### src/rtl/cmd_sync_pkg.sv
// Shared widths and helpers for the Gc_clk125 command receiver.
package cmd_sync_pkg;

  localparam int unsigned QUAL_W = 4;
  localparam int unsigned GAP_W  = 4;

  typedef logic [QUAL_W-1:0] qual_cnt_t;
  typedef logic [GAP_W-1:0]  gap_cnt_t;

  function automatic int unsigned clog2(input int unsigned n);
    int unsigned r;
    r = 0;
    for (int unsigned i = 0; i < 32; i++) begin
      if ((64'd1 << i) < 64'(n)) r = i + 1;
    end
    return r;
  endfunction

  // Channel index width, never narrower than one bit.
  function automatic int unsigned id_width(input int unsigned n);
    return (clog2(n) < 1) ? 1 : clog2(n);
  endfunction

endpackage

### src/rtl/cmd_sync_chan.sv
// One command channel: level synchroniser, re-arm flag and minimum-width
// qualifier producing a single-cycle accept strobe per high phase.
module cmd_sync_chan
  import cmd_sync_pkg::*;
#(
  parameter int unsigned SYNC_STG = 2,
  parameter int unsigned QUAL_MIN = 2
) (
  input  logic Gc_clk125,
  input  logic Gc_rst,
  input  logic Gc_req_lvl,
  output logic acc
);

  logic [SYNC_STG-1:0] sync_q;
  logic [SYNC_STG-1:0] fill_q;
  qual_cnt_t           qual_q;
  logic                armed_q;
  logic                s_lvl;
  logic                sync_valid;

  assign s_lvl      = sync_q[SYNC_STG-1];
  assign sync_valid = fill_q[SYNC_STG-1];

  assign acc = armed_q & s_lvl & (qual_q == QUAL_W'(QUAL_MIN - 1));

  always_ff @(posedge Gc_clk125) begin
    if (Gc_rst) begin
      sync_q <= '0;
      fill_q <= '0;
    end else begin
      sync_q <= {sync_q[SYNC_STG-2:0], Gc_req_lvl};
      fill_q <= {fill_q[SYNC_STG-2:0], 1'b1};
    end
  end

  always_ff @(posedge Gc_clk125) begin
    if (Gc_rst) begin
      qual_q <= '0;
    end else if (!s_lvl) begin
      qual_q <= '0;
    end else if (qual_q < QUAL_W'(QUAL_MIN)) begin
      qual_q <= qual_q + 1'b1;
    end
  end

  // The chain reads 0 right after reset regardless of the input, so arming
  // waits until it has refilled with real samples; a level held high across
  // reset release must first be seen low.
  always_ff @(posedge Gc_clk125) begin
    if (Gc_rst) begin
      armed_q <= 1'b0;
    end else if (sync_valid) begin
      if (!s_lvl) begin
        armed_q <= 1'b1;
      end else if (acc) begin
        armed_q <= 1'b0;
      end
    end
  end

endmodule

### src/rtl/cmd_pulse_sync_n.sv
// N-channel command receiver: per-channel sync/qualify, then either direct
// pulses or round-robin serialisation with inter-command gap and drop count.
module cmd_pulse_sync_n
  import cmd_sync_pkg::*;
#(
  parameter int unsigned CH_NUM   = 2,
  parameter int unsigned SYNC_STG = 2,
  parameter int unsigned QUAL_MIN = 2,
  parameter int unsigned SER      = 1,
  parameter int unsigned GAP_CYC  = 0,
  parameter int unsigned DROP_W   = 8,
  localparam int unsigned ID_W    = id_width(CH_NUM)
) (
  input  logic              Gc_clk125,
  input  logic              Gc_rst,
  input  logic [CH_NUM-1:0] Gc_req_lvl,
  output logic [CH_NUM-1:0] Gc_cmd_pulse,
  output logic              Gc_cmd_valid,
  output logic [ID_W-1:0]   Gc_cmd_id,
  output logic [CH_NUM-1:0] Gc_pend,
  output logic [DROP_W-1:0] Gc_drop_cnt
);

  logic [CH_NUM-1:0] acc;
  logic [CH_NUM-1:0] pulse_q;

  for (genvar gi = 0; gi < CH_NUM; gi++) begin : g_chan
    cmd_sync_chan #(
      .SYNC_STG(SYNC_STG),
      .QUAL_MIN(QUAL_MIN)
    ) u_chan (
      .Gc_clk125 (Gc_clk125),
      .Gc_rst    (Gc_rst),
      .Gc_req_lvl(Gc_req_lvl[gi]),
      .acc       (acc[gi])
    );
  end

  if (SER != 0) begin : g_ser
    localparam int unsigned SUM_W = DROP_W + 5;
    localparam logic [DROP_W-1:0] DROP_MAX = '1;

    logic [CH_NUM-1:0] pend_q;
    logic [CH_NUM-1:0] gnt;
    logic [CH_NUM-1:0] drop_vec;
    logic [ID_W-1:0]   ptr_q;
    logic [ID_W-1:0]   gnt_idx;
    logic              gnt_any;
    int unsigned       cand;
    gap_cnt_t          gap_q;
    logic [DROP_W-1:0] drop_q;
    logic [DROP_W-1:0] drop_nxt;
    logic [SUM_W-1:0]  drop_add;
    logic [SUM_W-1:0]  drop_sum;

    // Search starts one past the last grant and wraps.
    always_comb begin
      gnt     = '0;
      gnt_idx = ptr_q;
      gnt_any = 1'b0;
      cand    = 0;
      if (gap_q == '0) begin
        for (int unsigned k = 1; k <= CH_NUM; k++) begin
          cand = 32'(ptr_q) + k;
          if (cand >= CH_NUM) cand = cand - CH_NUM;
          if (!gnt_any && pend_q[cand]) begin
            gnt_any   = 1'b1;
            gnt_idx   = ID_W'(cand);
            gnt[cand] = 1'b1;
          end
        end
      end
    end

    // An accept on a channel that is pending and not granted this cycle is lost.
    always_comb begin
      drop_vec = acc & pend_q & ~gnt;
      drop_add = '0;
      for (int unsigned j = 0; j < CH_NUM; j++) begin
        drop_add = drop_add + SUM_W'(drop_vec[j]);
      end
      drop_sum = SUM_W'(drop_q) + drop_add;
      drop_nxt = (drop_sum > SUM_W'(DROP_MAX)) ? DROP_MAX : drop_sum[DROP_W-1:0];
    end

    always_ff @(posedge Gc_clk125) begin
      if (Gc_rst) begin
        pend_q  <= '0;
        pulse_q <= '0;
        ptr_q   <= ID_W'(CH_NUM - 1);
        gap_q   <= '0;
        drop_q  <= '0;
      end else begin
        pend_q  <= (pend_q & ~gnt) | acc;
        pulse_q <= gnt;
        drop_q  <= drop_nxt;
        if (gnt_any) begin
          ptr_q <= gnt_idx;
          gap_q <= GAP_W'(GAP_CYC);
        end else if (gap_q != '0) begin
          gap_q <= gap_q - 1'b1;
        end
      end
    end

    assign Gc_pend     = pend_q;
    assign Gc_drop_cnt = drop_q;
  end else begin : g_dir
    always_ff @(posedge Gc_clk125) begin
      if (Gc_rst) begin
        pulse_q <= '0;
      end else begin
        pulse_q <= acc;
      end
    end

    assign Gc_pend     = '0;
    assign Gc_drop_cnt = '0;
  end

  assign Gc_cmd_pulse = pulse_q;
  assign Gc_cmd_valid = |pulse_q;

  always_comb begin
    logic hit;
    hit       = 1'b0;
    Gc_cmd_id = '0;
    for (int unsigned j = 0; j < CH_NUM; j++) begin
      if (pulse_q[j] && !hit) begin
        hit       = 1'b1;
        Gc_cmd_id = ID_W'(j);
      end
    end
  end

endmodule

### config.mk
export PLATFORM = sky130hd
export DESIGN_NAME = cmd_pulse_sync_n
export DESIGN_NICKNAME = d
export VERILOG_FILES = /design/src/rtl/cmd_sync_pkg.sv /design/src/rtl/cmd_sync_chan.sv /design/src/rtl/cmd_pulse_sync_n.sv
export SDC_FILE = /design/constraint.sdc
export NUM_CORES = 1
export LEC_CHECK = 0
export CORE_ASPECT_RATIO = 1.75
export CORE_MARGIN = 2
export CORE_UTILIZATION = 35
export DETAILED_ROUTE_END_ITERATION = 10
export GPL_TIMING_DRIVEN = 0
export HOLD_SLACK_MARGIN = 0.08
export SETUP_SLACK_MARGIN = 0.1
export SKIP_LAST_GASP = 1
export SLEW_MARGIN = 20
export SYNTH_ARGS = -nofsm -noshare
export SYNTH_HDL_FRONTEND = slang
export SYNTH_HIERARCHICAL = 1
export SYNTH_SLANG_ARGS = --single-unit
### constraint.sdc
create_clock -name Gc_clk125 -period 6.4 [get_ports Gc_clk125]
set_input_delay 1.92 -clock Gc_clk125 [delete_from_list [all_inputs] [get_ports Gc_clk125]]
set_output_delay 1.92 -clock Gc_clk125 [all_outputs]
set_load 0.1 [all_outputs]
Word-level counts from Yosys, hierarchy flattened
Cells that the tools add are included.
{"block": "totals", "out_inout_bits": 14, "word_cells": 96, "regBits": 35}
{"block": "classes", "order_cmp": 9, "addsub": 9, "n_eq_ne": 4, "bitwise_logic": 12, "reduce_logical": 16, "muxes": 31}
{"cell": "32-bit 2-to-1 mux", "n": 4}
{"cell": "32-bit by 1-bit >= comparator with 1-bit output (second input constant)", "n": 2}
{"cell": "32-bit by 2-bit < comparator with 1-bit output (second input constant)", "n": 2}
{"cell": "1-bit 2-to-1 mux", "n": 20}
{"cell": "8-bit by 2-bit adder with 9-bit output", "n": 1}
{"cell": "9-bit by 8-bit > comparator with 1-bit output (second input constant)", "n": 1}
{"cell": "4-bit by 1-bit adder with 4-bit output (second input constant)", "n": 2}
{"cell": "4-bit by 1-bit equality test with 1-bit output (second input constant)", "n": 2}
{"cell": "4-bit by 2-bit < comparator with 1-bit output (second input constant)", "n": 2}
{"cell": "2-bit 2-to-1 mux", "n": 4}
{"cell": "8-bit 2-to-1 mux", "n": 1}
{"cell": "2-bit OR reduction", "n": 4}
{"cell": "2-bit bitwise AND", "n": 3}
{"cell": "1-bit bitwise AND", "n": 4}
{"cell": "1-bit logical AND", "n": 4}
{"cell": "4-bit zero test", "n": 1}
{"cell": "2-bit by 1-bit != test with 1-bit output (second input constant)", "n": 2}
{"cell": "2-bit OR", "n": 2}
{"cell": "2-bit AND reduction", "n": 2}
{"cell": "4-bit nonzero test", "n": 1}
{"cell": "3-bit by 2-bit subtractor with 4-bit output (second input constant)", "n": 1}
{"cell": "4-bit by 1-bit subtractor with 4-bit output (second input constant)", "n": 1}
{"cell": "1-bit by 2-bit adder with 3-bit output (second input constant)", "n": 1}
{"cell": "3-bit by 2-bit >= comparator with 1-bit output (second input constant)", "n": 1}
{"cell": "other kinds (10)", "n": 13}

Depth between registers and ports, before layout
Gate-level depths: netlist of the first run.
{"block": "logic_depth", "ltp_word": 19, "depth_mapped": 12, "mapped_depth_nobuf": 12}

By module
Netlist of the first run, hierarchy kept.
{"mod": "cmd_pulse_sync_n", "instances": 1, "seq_area_each_um2": 340.3, "area_each_um2": 790.8, "cells_each": 85}
{"mod": "cmd_sync_chan", "instances": 2, "seq_area_each_um2": 180.2, "area_each_um2": 331.6, "cells_each": 32}

Worst setup path after synthesis of the first run
No wires, ideal clock.
{"block": "synth_path", "path_type": "reg-to-output", "startpoint": "register pulse_q[1] (netlist: Gc_cmd_pulse[1])", "endpoint": "output port Gc_cmd_id", "setup_slack_ps": 2094, "path_buffers": 0, "stages_incl_launch_ff": 2, "required_time_ps": 4480, "t_arrival_ps": 2386, "cell_sequence": "dfxtp_1 -> nor2b_1"}
{"block": "synth_between", "elab_chain_cells": 2}
{"item": "from (decl)", "line_no": "cmd_pulse_sync_n.sv:25", "source": "logic [CH_NUM-1:0] pulse_q;"}
{"item": "from (signal assigned)", "line_no": "cmd_pulse_sync_n.sv:95", "source": "pulse_q <= gnt;"}
{"item": "1-bit logical AND", "line_no": "cmd_pulse_sync_n.sv:129", "source": "if (pulse_q[j] && !hit) begin"}
{"item": "1-bit 2-to-1 mux", "line_no": "cmd_pulse_sync_n.sv:129"}
{"item": "to (decl)", "line_no": "cmd_pulse_sync_n.sv:19", "source": "output logic [ID_W-1:0] Gc_cmd_id,"}
Every way passes these cells.

Worst setup path in the final report of the first run
{"block": "layout_path", "startpoint": "register g_ser.drop_q[2] (netlist: Gc_drop_cnt[2])", "endpoint": "output port Gc_drop_cnt[2]"}
{"item": "from (decl)", "line_no": "cmd_pulse_sync_n.sv:51", "source": "logic [DROP_W-1:0] drop_q;"}
{"item": "from (signal assigned)", "line_no": "cmd_pulse_sync_n.sv:96", "source": "drop_q <= drop_nxt;"}
{"item": "to (decl)", "line_no": "cmd_pulse_sync_n.sv:21", "source": "output logic [DROP_W-1:0] Gc_drop_cnt"}
No word-level cell between the ends.

==> Implementation_results.wiki, run 1 <==
{| class="wikitable"
! Metric !! Value
|-
| Clk sink count || 35
|-
| Combined global-route utilization of all metal layers || between 10 and 15%
|-
| Synth-to-Final Area Change || 20.9%
|-
| Hold path startpoint || g_chan[0].u_chan/sync_q[0]
|-
| Die width || 52.7 um
|-
| R2R Path Start || g_chan[0].u_chan/qual_q[1]
|-
| Max-Slew Margin vs Limit || 35.3%
|-
| Detailed-route wire length per cell || around 12 um
|-
| Count of synthesis-stage warnings from yosys || 6
|-
| Most common cell after layout, fill and taps aside || dfxtp_1
|-
| Antenna cells || 0
|-
| Core area || ~4000 um2
|-
| Fraction of layout cells with a size suffix above 1 || 8.72%
|-
| Total non-filler cell area in the finished layout || 1760 um2
|-
| Distinct cell type count of the synthesized netlist || 42
|-
| Total setup violations reported at the end of the flow || 0
|-
| Number of buffers created by CTS || 5
|-
| Global route overflow || 0
|-
| Synthesized instance count || about 150
|-
| Synthesis-stage register bit count || 35
|-
| Area post-placement || 1690 um2
|-
| Final critical-path share of the clock period || 60.3%
|-
| Clock Path Buffers || 2
|-
| Area of the mapped netlist || roughly 1500 um2
|-
| Worst setup path startpoint || Gc_drop_cnt[2]
|-
| Total Wirelength || about 2.7 mm
|-
| Count of H-tree levels built during CTS || 2
|-
| Mux share of post-synthesis cell area || 0.688%
|-
| Number of rows created at floorplan || 31
|-
| Register Area || 701 um2
|-
| Filler Cells Inserted || 413
|-
| Per-cell via count in the routed design || 5.07
|-
| Proportion of register bits with asynchronous set or reset after synthesis || 0%
|-
| Final Hold Violating Endpoints || 0
|-
| Initial core utilization || 35.7%
|-
| Setup Buffers After CTS || 0
|-
| Tmin final || 3860 ps
|-
| Longest individual stage delay on the worst path || 1190 ps
|-
| Transition at the pin with the smallest max-transition slack || 968 ps
|-
| Detailed-placement wirelength estimate || 2.07 mm
|-
| Sequential fraction of the synthesis area || 48.2%
|-
| Wire length of the first global-routing pass || approximately 4.9 mm
|-
| Number of max-cap violations || 0
|-
| Outcome || completed
|-
| Clock Skew || 2.49 ps
|-
| Kind of critical path || flop to primary output
|-
| Vias || roughly 1,100
|-
| Maximum number of pins on one net before global-route repair || 14
|-
| Startpoint type of the worst setup path || flop
|-
| Post-cts gate resize count || 0
|-
| Crit path DAT || roughly 1900 ps
|-
| Fraction of the mapped netlist area in compound gates || 11.8%
|-
| Clock insertion delay at the later pin of the skew report || 280 ps
|-
| Combinational family with the most area after synthesis || simple AND/OR/NAND/NOR gates
|-
| Routability cong. || 0.680
|-
| Maximum operating frequency || 259 MHz
|-
| Synth Area in Simple Gates || 25.7%
|-
| Worst min path class || flop to flop
|-
| Family with the most delay on the worst path || buffers and inverters
|-
| Post-Syn Nets || 161
|-
| Count of hold-fix buffers inserted at cts || 0
|-
| Worst-path cell with the longest stage delay || clkdlybuf4s50_1
|-
| Setup WS post-layout || between 2000 and 3000 ps
|-
| Required time worst endpoint || 4480 ps
|-
| Number of buffers added on ports || 17
|-
| Crit path buf inv count || 1
|-
| Most instantiated flip-flop cell in the synthesis netlist || dfxtp_1
|-
| TritonRoute pass-1 iters || 4
|-
| Final antenna-violating net count || 0
|-
| Final net count || ~190
|-
| Reg clk slew, reported paths || around 60 ps
|-
| Per-instance average area after synthesis || 9.76 um2
|-
| Library cell used as clock root buffer || clkbuf_8
|-
| Biggest fanout along the worst timing path || 7
|-
| Critical Path End Type || primary output
|-
| Number of antenna violations at the first check in global routing || 0
|-
| 1st-iter DRT viols || 10
|-
| Post-route DRC violation count || 0
|-
| Final Slew Violations || 0
|-
| Fraction of synthesized cell area in xor and xnor cells || 1.81%
|-
| Via count of the first global-routing pass || 1,179
|-
| Clock tree from TritonCTS || done
|-
| Floorplan die area || around 4700 um2
|-
| I/O pin count || 18
|-
| Setup repair after global routing missed its margin || false
|-
| Fraction of the mapped netlist area in adder cells || 7.40%
|-
| VDD IR-drop max || 0.000127 V
|-
| Power density relative to cell area || 266 nW/um2
|-
| Pre-CTS setup slack || 2680 ps
|-
| Multi-input logic area || 689 um2
|-
| Leakage || 0.665 nW
|-
| Highest-count cells in the layout ignoring fill and taps || dfxtp_1, clkdlybuf4s50_1, inv_1, a21oi_1, nor2b_1
|-
| Vertical die dimension || 89.3 um
|-
| Number of enable flip-flop cells after synthesis || 0
|-
| Post-route setup TNS || 0 ps
|-
| Series of cell instances along the critical path || clkdlybuf4s50_1
|}
==> per-layer routing <==
metal | vias to the layer above | global-route usage (%) | wire, um
met3 | 7 | 4.68 | 111
met2 | 25 | 25.1 | 1480
met1 | 525 | 13.2 | 1040
met5 | - | 0 | 0
li1 | 563 | - | -
met4 | 0 | 8.16 | 84
==> sequential cells by signal, indices dropped and copies added, names as in the netlist <==
name and count:
g_chan.u_chan/qual_q 8, Gc_drop_cnt 8, g_chan.u_chan/sync_q 4, g_chan.u_chan/fill_q 4, Gc_cmd_pulse 2, Gc_pend 2, g_ser.gap_q 4, g_chan.u_chan/armed_q 2
g_ser.ptr_q 1
==> final cells by class <==
type / count / area share [%]
plain buffers: 2 / 0.427
clock buffers: 6 / 4.13
inverters: 15 / 3.20
multi-input cells: 97 / 39.2
flip-flops and latches: 35 / 39.9
well taps: 49 / 3.49
repair buffers: 17 / 9.68
==> per-stage QoR <==
stage               hold slack, ps  util [%]  power, mW  cells
finish                         442      43.2      0.468    221
global route                   469      43.2      0.497    221
CTS                            450      43.2      0.475    221
detailed placement             432      41.4      0.330    215
global placement               417      41.4      0.322    215
floorplan                      414         -      0.310    149
==> worst paths after layout <==
path / end / slack [ps] / cells past startpoint
hold reg to reg: g_chan[0].u_chan/sync_q[1] / 440 / 1
setup / recovery: Gc_drop_cnt[2] / 2540 / 1
setup reg to reg: Gc_drop_cnt[2] / 3480 / 12
hold / removal: g_chan[0].u_chan/sync_q[1] / 440 / 1
==> cells in the mapped netlist, types with 3 or more instances <==
cell type / instances / area (um2)
inv_1: 15 / 56.3
ha_1: 7 / 87.6
nor3b_1: 3 / 22.5
nor3_1: 4 / 20.0
dfxtp_1: 35 / 701
a31oi_1: 3 / 18.8
nand2b_1: 5 / 31.3
nor2_1: 3 / 11.3
a21oi_1: 14 / 70.1
nor2b_1: 8 / 50.1
nand3_1: 3 / 15.0
or3_1: 3 / 18.8
nand2_1: 5 / 18.8
and3_1: 4 / 25.0
==> power breakdown <==
part	switching (mW)	total, mW	internal [mW]
Sequential	0.0117	0.243	0.232
Combinational	0.0421	0.0808	0.0387
Clock	0.0717	0.144	0.0724
==> cell families (layout without fill, tap and decap cells) <==
family,after synthesis,after routing
flip-flops,35,35
multiplexers,1,1
buffers and inverters,17,40
XOR/XNOR,3,3
AND/OR/NAND/NOR,57,57
adder cells (fa/ha/maj),8,8
AO/OA/AOI/OAI,28,28
(Power assumes the default switching activity.)
==> run 2: changes to the inputs <==
==> constraint.sdc (replaced) <==
create_clock -name Gc_clk125 -period 3.1 [get_ports Gc_clk125]
set_input_delay 0.93 -clock Gc_clk125 [delete_from_list [all_inputs] [get_ports Gc_clk125]]
set_output_delay 0.93 -clock Gc_clk125 [all_outputs]
set_load 0.1 [all_outputs]
==> Implementation_results.wiki, run 2 (same netlist as run 1, synthesis figures left out) <==
{| class="wikitable"
! Metric !! Value
|-
| TritonRoute pass-1 iters || 4 (unchanged)
|-
| Tmin final || 2890 ps
|-
| Most common cell after layout, fill and taps aside || dfxtp_1
|-
| Maximum number of pins on one net before global-route repair || 14 (unchanged)
|-
| Power density relative to cell area || 564 nW/um2 (+110%)
|-
| Post-route DRC violation count || 0 (unchanged)
|-
| Via count of the first global-routing pass || 1,217 (+3.2%)
|-
| Flop-to-flop setup slack || 350 ps (-3130 ps)
|-
| Number of buffers added on ports || 17 (unchanged)
|-
| Final critical-path share of the clock period || around 93%
|-
| Capture instance of the worst register-to-register path || Gc_drop_cnt[3]
|-
| Number of rows created at floorplan || 31 (unchanged)
|-
| Hold path startpoint || g_chan[0].u_chan/sync_q[0]
|-
| Clock Skew || 3.92 ps (+1.43 ps)
|-
| Clk network pwr share || 34.6% (+3.8 points)
|-
| Series of cell instances along the critical path || clkdlybuf4s50_1
|-
| Detailed-placement wirelength estimate || 2.14 mm (+3.2%)
|-
| Critical Path End Type || primary output
|-
| Max-Slew Margin vs Limit || 34.7% (-0.53 points)
|-
| Reg clk slew, reported paths || 70 ps (about the same)
|-
| Final Slew Violations || 0 (unchanged)
|-
| Library cell used as clock root buffer || clkbuf_8
|-
| Floorplan die area || 4710 um2 (unchanged)
|-
| Per-cell via count in the routed design || 5.12 (+1.0%)
|-
| Post-cts gate resize count || 0 (unchanged)
|-
| Vias || 1,142 (+2.0%)
|-
| R2R Path Start || g_ser.gap_q[0]
|-
| Vertical die dimension || 89.3 um (unchanged)
|-
| Number of antenna violations at the first check in global routing || 0 (unchanged)
|-
| Sequential group share of total power || 49.1% (-2.9 points)
|-
| Core area || 4070 um2 (unchanged)
|-
| 1st-iter DRT viols || 19 (+9)
|-
| Family with the most delay on the worst path || buffers and inverters
|-
| Count of cells along the worst register-to-register path || 11 (-1)
|-
| Global route overflow || 0 (unchanged)
|-
| Routability cong. || 0.676 (-0.60%)
|-
| Filler Cells Inserted || 421 (+1.9%)
|-
| Synth-to-Final Area Change || 24.7%
|-
| WHS || 444 ps (+2.16 ps)
|-
| Clock insertion delay at the later pin of the skew report || 280 ps (about the same)
|-
| Longest individual stage delay on the worst path || 1190 ps (about the same)
|-
| Required time worst endpoint || 2170 ps (-2310 ps)
|-
| Final net count || 185 (unchanged)
|-
| Initial core utilization || 35.7% (unchanged)
|-
| Clock tree from TritonCTS || done
|-
| Post-route setup TNS || 0 ps (unchanged)
|-
| Detailed-route wire length per cell || 12.3 um (+0.49%)
|-
| Count of H-tree levels built during CTS || 2 (unchanged)
|-
| Leakage || 0.682 nW (+2.7%)
|-
| Fraction of layout cells with a size suffix above 1 || 13.2% (+4.5 points)
|-
| Total stage count of the critical path || 1 (unchanged)
|-
| Clock Path Buffers || 2 (unchanged)
|-
| Crit path buf inv count || 1 (unchanged)
|-
| Overall power || 1.02 mW (+120%)
|-
| I/O pin count || 18 (unchanged)
|-
| Final antenna-violating net count || 0 (unchanged)
|-
| Biggest fanout along the worst timing path || 7 (unchanged)
|-
| Antenna cells || 0 (unchanged)
|-
| Clk sink count || 35 (unchanged)
|-
| Number of cells on the worst hold path || 1 (unchanged)
|-
| Final Hold Violating Endpoints || 0 (unchanged)
|-
| Highest-count cells in the layout ignoring fill and taps || dfxtp_1, clkdlybuf4s50_1, inv_1, a21oi_1
|-
| Outcome || completed
|-
| Worst min path class || flop to flop
|-
| Sw Ratio || 25.6% (-1.2 points)
|-
| Number of max-cap violations || 0 (unchanged)
|-
| Transition at the pin with the smallest max-transition slack || 976 ps (+7.89 ps)
|-
| Total Wirelength || 2.75 mm (+1.4%)
|-
| Logic pwr share || 16.3% (-0.9 points)
|-
| Maximum operating frequency || 346 MHz
|-
| Startpoint type of the worst setup path || flop
|-
| Setup repair after global routing missed its margin || false
|-
| Die width || 52.7 um (unchanged)
|-
| Wire length of the first global-routing pass || 4.86 mm (-0.29%)
|-
| Setup Buffers After CTS || 0 (unchanged)
|-
| Net switching power || 0.261 mW (+110%)
|-
| Count of hold-fix buffers inserted at cts || 0 (unchanged)
|-
| Worst-path cell with the longest stage delay || clkdlybuf4s50_1
|-
| Number of buffers created by CTS || 5 (unchanged)
|-
| VDD IR-drop max || 0.000366 V (+190%)
|-
| Endpoint with the worst hold slack || g_chan[0].u_chan/sync_q[1]
|-
| Combined global-route utilization of all metal layers || 13.9% (-0.020 points)
|-
| Kind of critical path || flop to primary output
|-
| Total setup violations reported at the end of the flow || 0 (unchanged)
|-
| Crit path DAT || 1960 ps (+20 ps)
|-
| Internal power of the cells || 0.761 mW (+120%)
|}
-- run 2: how the worst max path moves through the flow --
stage                                           from        endpoint  slack (ps)
final                                 Gc_drop_cnt[2]  Gc_drop_cnt[2]         210
after global routing                  g_ser.gap_q[0]  Gc_drop_cnt[3]         110
after CTS                 g_chan[0].u_chan/qual_q[1]  Gc_drop_cnt[1]         140
after detailed placement  g_chan[0].u_chan/qual_q[1]  Gc_drop_cnt[1]         150
after global placement    g_chan[0].u_chan/qual_q[1]  Gc_drop_cnt[5]         250
after floorplan                           Gc_pend[0]  Gc_drop_cnt[0]         240
-- run 2: power by group through the flow --
stage	registers (mW)	logic (mW)	clock network [mW]
floorplan	0.507	0.134	0
global placement	0.509	0.156	0
detailed placement	0.513	0.167	0
CTS	0.503	0.169	0.364
global route	0.507	0.191	0.384
finish	0.502	0.167	0.353
-- run 2: final cells by class --
class                   instances  area, um2  area share [%]
multi-input cells              97        716            39.5
plain buffers                   2       7.51           0.414
flip-flops and latches         35        702            38.7
repair buffers                 17        170            9.39
inverters                      15       56.3            3.11
well taps                      49       61.3            3.38
clock buffers                   8        100            5.52
-- run 2: per-layer routing --
layer / track usage (%) / wire, um
met3: 4.01 / 132
met4: 6.99 / 64
met5: 0 / 0
met2: 26.8 / 1570
met1: 12.5 / 981
-- run 2: through the flow --
step           setup WS [ps]  cells  util, %  cell area (um2)
2_1_floorplan            236    149        -             1460
4_1_cts                  139    223     43.9             1790
3_5_place_dp             152    215     41.5             1690
3_3_place_gp             251    215     41.5             1690
6_report                 212    223     44.5             1810
5_1_grt                  113    223     44.5             1810
==> run 3: changes to the inputs <==
==> constraint.sdc (replaced) <==
create_clock -name Gc_clk125 -period 3.1 [get_ports Gc_clk125]
set_input_delay 0.31 -clock Gc_clk125 [delete_from_list [all_inputs] [get_ports Gc_clk125]]
set_output_delay 0.31 -clock Gc_clk125 [all_outputs]
set_load 0.1 [all_outputs]
==> Implementation_results.wiki, run 3 (same netlist as run 1, synthesis figures left out) <==
{| class="wikitable"
! Metric !! Value
|-
| R2R Path Start || g_chan[0].u_chan/qual_q[1]
|-
| Library cell used as clock root buffer || clkbuf_8
|-
| Setup WS post-layout || 314 ps (+102 ps)
|-
| Vertical die dimension || 89.3 um (unchanged)
|-
| Worst-path cell with the longest stage delay || fa_2
|-
| Routability cong. || 0.688 (+1.7%)
|-
| Clock Skew || 4.89 ps (+0.973 ps)
|-
| Number of max-cap violations || 0 (unchanged)
|-
| Required time worst endpoint || 3310 ps (+1140 ps)
|-
| Pre-CTS setup slack || 209 ps (+56.9 ps)
|-
| Tmin final || 2790 ps (-102 ps)
|-
| VDD IR-drop max || 0.000414 V (+13%)
|-
| Final antenna-violating net count || 0 (unchanged)
|-
| Vias || 1,119 (-2.0%)
|-
| Area post-placement || 1690 um2 (-0.15%)
|-
| Global route overflow || 0 (unchanged)
|-
| Fraction of layout cells with a size suffix above 1 || 12.1% (-1.1 points)
|-
| Clk sink count || 35 (unchanged)
|-
| Worst min path class || flop to flop
|-
| Setup Buffers After CTS || 0 (unchanged)
|-
| Total Wirelength || 2.63 mm (-4.4%)
|-
| Detailed-placement wirelength estimate || 2.00 mm (-6.6%)
|-
| Crit path DAT || 2990 ps (+1030 ps)
|-
| Leakage || 0.672 nW (-1.5%)
|-
| Post-route DRC violation count || 0 (unchanged)
|-
| Overall power || 0.978 mW (-4.4%)
|-
| Final net count || 185 (unchanged)
|-
| Hold path startpoint || g_chan[0].u_chan/fill_q[0]
|-
| Startpoint type of the worst setup path || flop
|-
| TritonRoute pass-1 iters || 5 (+1)
|-
| Die width || 52.7 um (unchanged)
|-
| Clock insertion delay at the later pin of the skew report || 280 ps (about the same)
|-
| Biggest fanout along the worst timing path || 5 (-2)
|-
| Series of cell instances along the critical path || inv_1, ha_1, nor3b_2, and3_1, inv_1, or2_2, fa_2, inv_1, ha_2, and4_2, nand4_1, a31oi_1
|-
| Total non-filler cell area in the finished layout || 1780 um2 (-1.7%)
|-
| Post-route setup TNS || 0 ps (unchanged)
|-
| Final Hold Violating Endpoints || 0 (unchanged)
|-
| Capture instance of the worst register-to-register path || Gc_drop_cnt[5]
|-
| Transition at the pin with the smallest max-transition slack || 969 ps (-6.82 ps)
|-
| I/O pin count || 18 (unchanged)
|-
| Power density relative to cell area || 549 nW/um2 (-2.7%)
|-
| Combined global-route utilization of all metal layers || 12.9% (-0.94 points)
|-
| Number of rows created at floorplan || 31 (unchanged)
|-
| Setup repair after global routing missed its margin || false
|-
| Final critical-path share of the clock period || 89.9% (-3.3 points)
|-
| Final Slew Violations || 0 (unchanged)
|-
| Crit path buf inv count || 3 (+2)
|-
| Reg clk slew, reported paths || 70 ps (about the same)
|-
| Critical Path End Type || flop
|-
| Number of cells on the worst hold path || 1 (unchanged)
|-
| Clock tree from TritonCTS || done
|-
| DP Cell Count || 215 (unchanged)
|-
| 1st-iter DRT viols || 24 (+5)
|-
| Number of buffers created by CTS || 5 (unchanged)
|-
| Longest individual stage delay on the worst path || 390 ps (-800 ps)
|-
| Count of H-tree levels built during CTS || 2 (unchanged)
|-
| Endpoint with the worst hold slack || g_chan[0].u_chan/fill_q[1]
|-
| Filler Cells Inserted || 411 (-2.4%)
|-
| Synth-to-Final Area Change || 22.5%
|-
| Post-cts gate resize count || 0 (unchanged)
|-
| Count of hold-fix buffers inserted at cts || 0 (unchanged)
|-
| Maximum number of pins on one net before global-route repair || 14 (unchanged)
|-
| Cell type with the highest occurrence count on the critical path || inv_1
|-
| Per-cell via count in the routed design || 5.02 (-2.0%)
|-
| Highest-count cells in the layout ignoring fill and taps || dfxtp_1, clkdlybuf4s50_1, inv_1, a21oi_1, nor2b_1
|-
| Kind of critical path || flop to flop
|-
| Via count of the first global-routing pass || 1,115 (-8.4%)
|-
| Floorplan die area || 4710 um2 (unchanged)
|-
| Clock Path Buffers || 2 (unchanged)
|-
| Count of cells along the worst register-to-register path || 12 (+1)
|-
| Detailed-route wire length per cell || 11.8 um (-4.4%)
|-
| Maximum operating frequency || 359 MHz (+3.7%)
|-
| Family with the most delay on the worst path || simple AND/OR/NAND/NOR gates
|-
| Max-Slew Margin vs Limit || 35.2% (+0.46 points)
|-
| Number of buffers added on ports || 17 (unchanged)
|-
| Number of antenna violations at the first check in global routing || 0 (unchanged)
|-
| Non-filler cells, final || 223 (unchanged)
|-
| Outcome || completed
|-
| Antenna cells || 0 (unchanged)
|-
| Wire length of the first global-routing pass || 4.45 mm (-8.4%)
|-
| Initial core utilization || 35.7% (unchanged)
|-
| Core area || 4070 um2 (unchanged)
|-
| Most common cell after layout, fill and taps aside || dfxtp_1
|-
| Total setup violations reported at the end of the flow || 0 (unchanged)
|-
| Flop-to-flop setup slack || 310 ps (-40 ps)
|}
==> run 3: cell count changes in the layout (fill, tap and decap cells not counted), sizes merged <==
cell / delta
clkinv: +1
clkinvlp: +1
clkbuf: -2
==> run 3: worst max path at each step <==
stage | start | slack, ps | end | depth (start not counted)
floorplan | Gc_pend[0] | 240 | Gc_drop_cnt[0] | 8
global placement | g_chan[0].u_chan/qual_q[1] | 260 | Gc_drop_cnt[5] | 12
detailed placement | g_chan[0].u_chan/qual_q[1] | 210 | Gc_drop_cnt[5] | 12
CTS | g_chan[0].u_chan/qual_q[1] | 160 | Gc_drop_cnt[5] | 12
global route | g_chan[0].u_chan/qual_q[1] | 130 | Gc_drop_cnt[5] | 12
finish | g_chan[0].u_chan/qual_q[1] | 310 | Gc_drop_cnt[5] | 12
==> run 3: power breakdown <==
| part | internal [mW] | switching (mW) | leakage [nW] |
|---|---|---|---|
| combinational | 0.0795 | 0.0847 | 0.345 |
| sequential | 0.478 | 0.0236 | 0.286 |
| clock | 0.157 | 0.155 | 0.0412 |
==> run 3: final cells by class <==
| class | instances | area [um2] | area share (%) |
|---|---|---|---|
| Timing Repair Buffer | 17 | 170 | 9.55 |
| Tap cell | 49 | 61.3 | 3.44 |
| Buffer | 2 | 7.51 | 0.421 |
| Clock buffer | 6 | 72.6 | 4.07 |
| Clock inverter | 2 | 12.5 | 0.702 |
| Multi-Input combinational cell | 97 | 699 | 39.3 |
| Inverter | 15 | 56.3 | 3.16 |
| Sequential cell | 35 | 702 | 39.4 |
==> run 3: per-stage QoR <==
| stage | util (%) | hold WS [ps] |
|---|---|---|
| floorplan | - | 379 |
| global placement | 41.4 | 418 |
| detailed placement | 41.4 | 428 |
| CTS | 43.5 | 445 |
| global route | 43.7 | 461 |
| finish | 43.7 | 439 |
==> run 3: per-layer routing <==
metal	share of wire [%]	GRT usage, %	up-vias
li1	-	-	570
met1	38	11.5	524
met2	57	25.0	19
met3	3.3	4.52	6
met4	2.1	5.59	0
met5	0	0	-
==> edit: new RTL, flow settings as in run 3 <==
Set the parameter `SER` to 0 (it was 1).
--- a/src/rtl/cmd_pulse_sync_n.sv
+++ b/src/rtl/cmd_pulse_sync_n.sv
@@ -6,7 +6,7 @@
   parameter int unsigned CH_NUM   = 2,
   parameter int unsigned SYNC_STG = 2,
   parameter int unsigned QUAL_MIN = 2,
-  parameter int unsigned SER      = 1,
+  parameter int unsigned SER      = 0,
   parameter int unsigned GAP_CYC  = 0,
   parameter int unsigned DROP_W   = 8,
   localparam int unsigned ID_W    = id_width(CH_NUM)
Formal check against the unedited RTL: not equivalent (Yosys sat finds a counterexample within 10 cycles, from zero or initial values and one cycle with Gc_rst high).
==> edit against run 3 <==
Total power down 49%. Final area down 45%. Worst setup slack better by 0.63 ns. Via count down 51%. Wire length down 58%. Area after synthesis down 44%. Sequential cell count down 15. Combinational power down 52%. Critical path depth down 10. Largest cell class unchanged.
==> edit: results (changes against run 3) <==
Share of layout cells above drive strength 1: 0.150 (+0.0293)
Hold crit path type: flip-flop to flip-flop
Reg-to-reg startpoint: g_chan[0].u_chan/qual_q[1]$_SDFFE_PP0N_
Slew HR: 0.349 (-0.00259)
Top flop regs: g_chan.u_chan/qual_q (8), g_chan.u_chan/fill_q (4), g_chan.u_chan/sync_q (4)
Sequential share of the synthesized area: 0.496 (+0.0142)
H-tree levels: 1 (-1)
TritonCTS Buffers: 3 (-2)
Yosys warnings: 6 (unchanged)
Post-DR vias/cell: 4.38 (-13%)
HP Start: g_chan[0].u_chan/sync_q[0]$_SDFF_PP0_
Library cells used by synthesis: 17 (-60%)
Drt pass-1 iters: 4 (-1)
Layout Skew: 0.00284 ns (-0.00205 ns)
First DRT Iteration DRCs: 13 (-46%)
Post_cts resized: 0 (unchanged)
Final ANT Viol Nets: 0 (unchanged)
CTS clk-pin slew, worst paths: 0.06 ns
R2r setup slk: 1.87 ns (+1.56 ns)
Met2 GRT Util: 0.167 (-0.0827)
Number of global-route vias before repair: 457 (-59%)
Post-layout net count: 110 (-41%)
Met1 layer usage reported by global route: 0.102 (-0.0138)
Asr flop ratio synth: 0 (unchanged)
Max FO, Critical Path: 3 (-2)
Ant. Diodes: 0 (unchanged)
PnR worst setup slack: 0.948 ns (+0.634 ns)
Largest net degree at the start of global routing: 15 (+1)
Peak supply drop: 0.000451 V (+9.1%)
Top FF cell, synth: dfxtp_1
Leakage: 0.461 nW (-31%)
Most instantiated cells after synthesis: dfxtp_1, buf_4, nor2b_1
WHS Path Cells: 1 (unchanged)
Status: complete, no violations
Post-place setup slack: 1.21 ns (+1.00 ns)
Final Wtd Congestion: 0.620 (-9.9%)
Post-DP HPWL: 897 um (-55%)
Top post-synthesis cells by area: dfxtp_1, buf_4, nor2b_1
All-Layer GR Usage: 0.0980 (-0.0315)
WHS Endpoint: g_chan[0].u_chan/sync_q[1]$_SDFF_PP0_
CP Launch Point: Gc_cmd_pulse[1]$_SDFF_PP0_
WL final: 1.10 mm (-58%)
Reg-to-reg critical path endpoint: g_chan[0].u_chan/qual_q[1]$_SDFFE_PP0N_
Post-Place Cell Area: 942 um^2 (-44%)
Met3 GRT Util: 0.0197 (-0.0254)
Root buffer cell: clkbuf_8
Post-CTS Setup Inserts: 0 (unchanged)
Initial antenna violation count: 0 (unchanged)
Worst Setup EP: Gc_cmd_id
Port-buffer cells: 7 (-10)
Global-route wire length before repair: 1.83 mm (-59%)
Worst R2R Path Depth: 4 (-8)
Clock Latency Late Sink: 0.24 ns (-0.04 ns)
Crit path DAT: 1.84 ns (-1.15 ns)
Clock buffer depth: 2 (unchanged)
edit: cell count changes after synthesis, sizes merged, moves of 3 or more:
cell / before / now
dfxtp: 35 / 20
o21ai: 3 / 0
nand2: 5 / 0
nor2: 3 / 0
inv: 15 / 8
nand3: 4 / 0
buf: 0 / 10
nor3: 4 / 0
a21oi: 14 / 6
a31oi: 3 / 0
ha: 7 / 4
edit: cell families (layout without fill, tap and decap cells):
kind of cell / Yosys count / count (layout) / share of synthesized area
AO/OA/AOI/OAI: 10 / 10 / 0.0775
adder cells (fa/ha/maj): 4 / 4 / 0.0620
buffers and inverters: 18 / 28 / 0.130
flip-flops: 20 / 20 / 0.496
other: 1 / 10 / 0.00465
AND/OR/NAND/NOR: 28 / 28 / 0.229
edit: cell type report:
| type | instances | area [um^2] |
|---|---|---|
| timing repair buffer | 7 | 70.1 |
| buffer | 10 | 75.1 |
| inverter | 8 | 30.0 |
| multi-input combinational | 52 | 335 |
| sequential | 20 | 400 |
| tap | 25 | 31.3 |
| clock buffer | 3 | 41.3 |
| fill | 232 | 1260 |
edit: per-stage QoR:
| step | hold slack [ns] | cells |
|---|---|---|
| 2_1_floorplan | 0.379 | 90 |
| 3_3_place_gp | 0.424 | 122 |
| 3_5_place_dp | 0.431 | 122 |
| 4_1_cts | 0.449 | 125 |
| 5_1_grt | 0.469 | 125 |
| 6_report | 0.441 | 125 |
edit: power breakdown:
part / switching [mW] / internal [mW] / total, mW / leakage, nW
combinational: 0.0611 / 0.0183 / 0.0793 / 0.276
sequential: 0.00371 / 0.265 / 0.269 / 0.164
clock: 0.0691 / 0.0860 / 0.155 / 0.0216
edit: layer usage:
metal | part of all wire | vias up
met1 | 0.35 | 251
li1 | - | 285
met3 | 0.043 | 2
met2 | 0.59 | 10
met4 | 0.013 | 0
met5 | 0 | -
edit: critical path, cell delays in order, from the launching register on:
cell and delay [ns]:
dfxtp_1 0.33, nor2b_1 0.12, clkdlybuf4s50_1 1.14
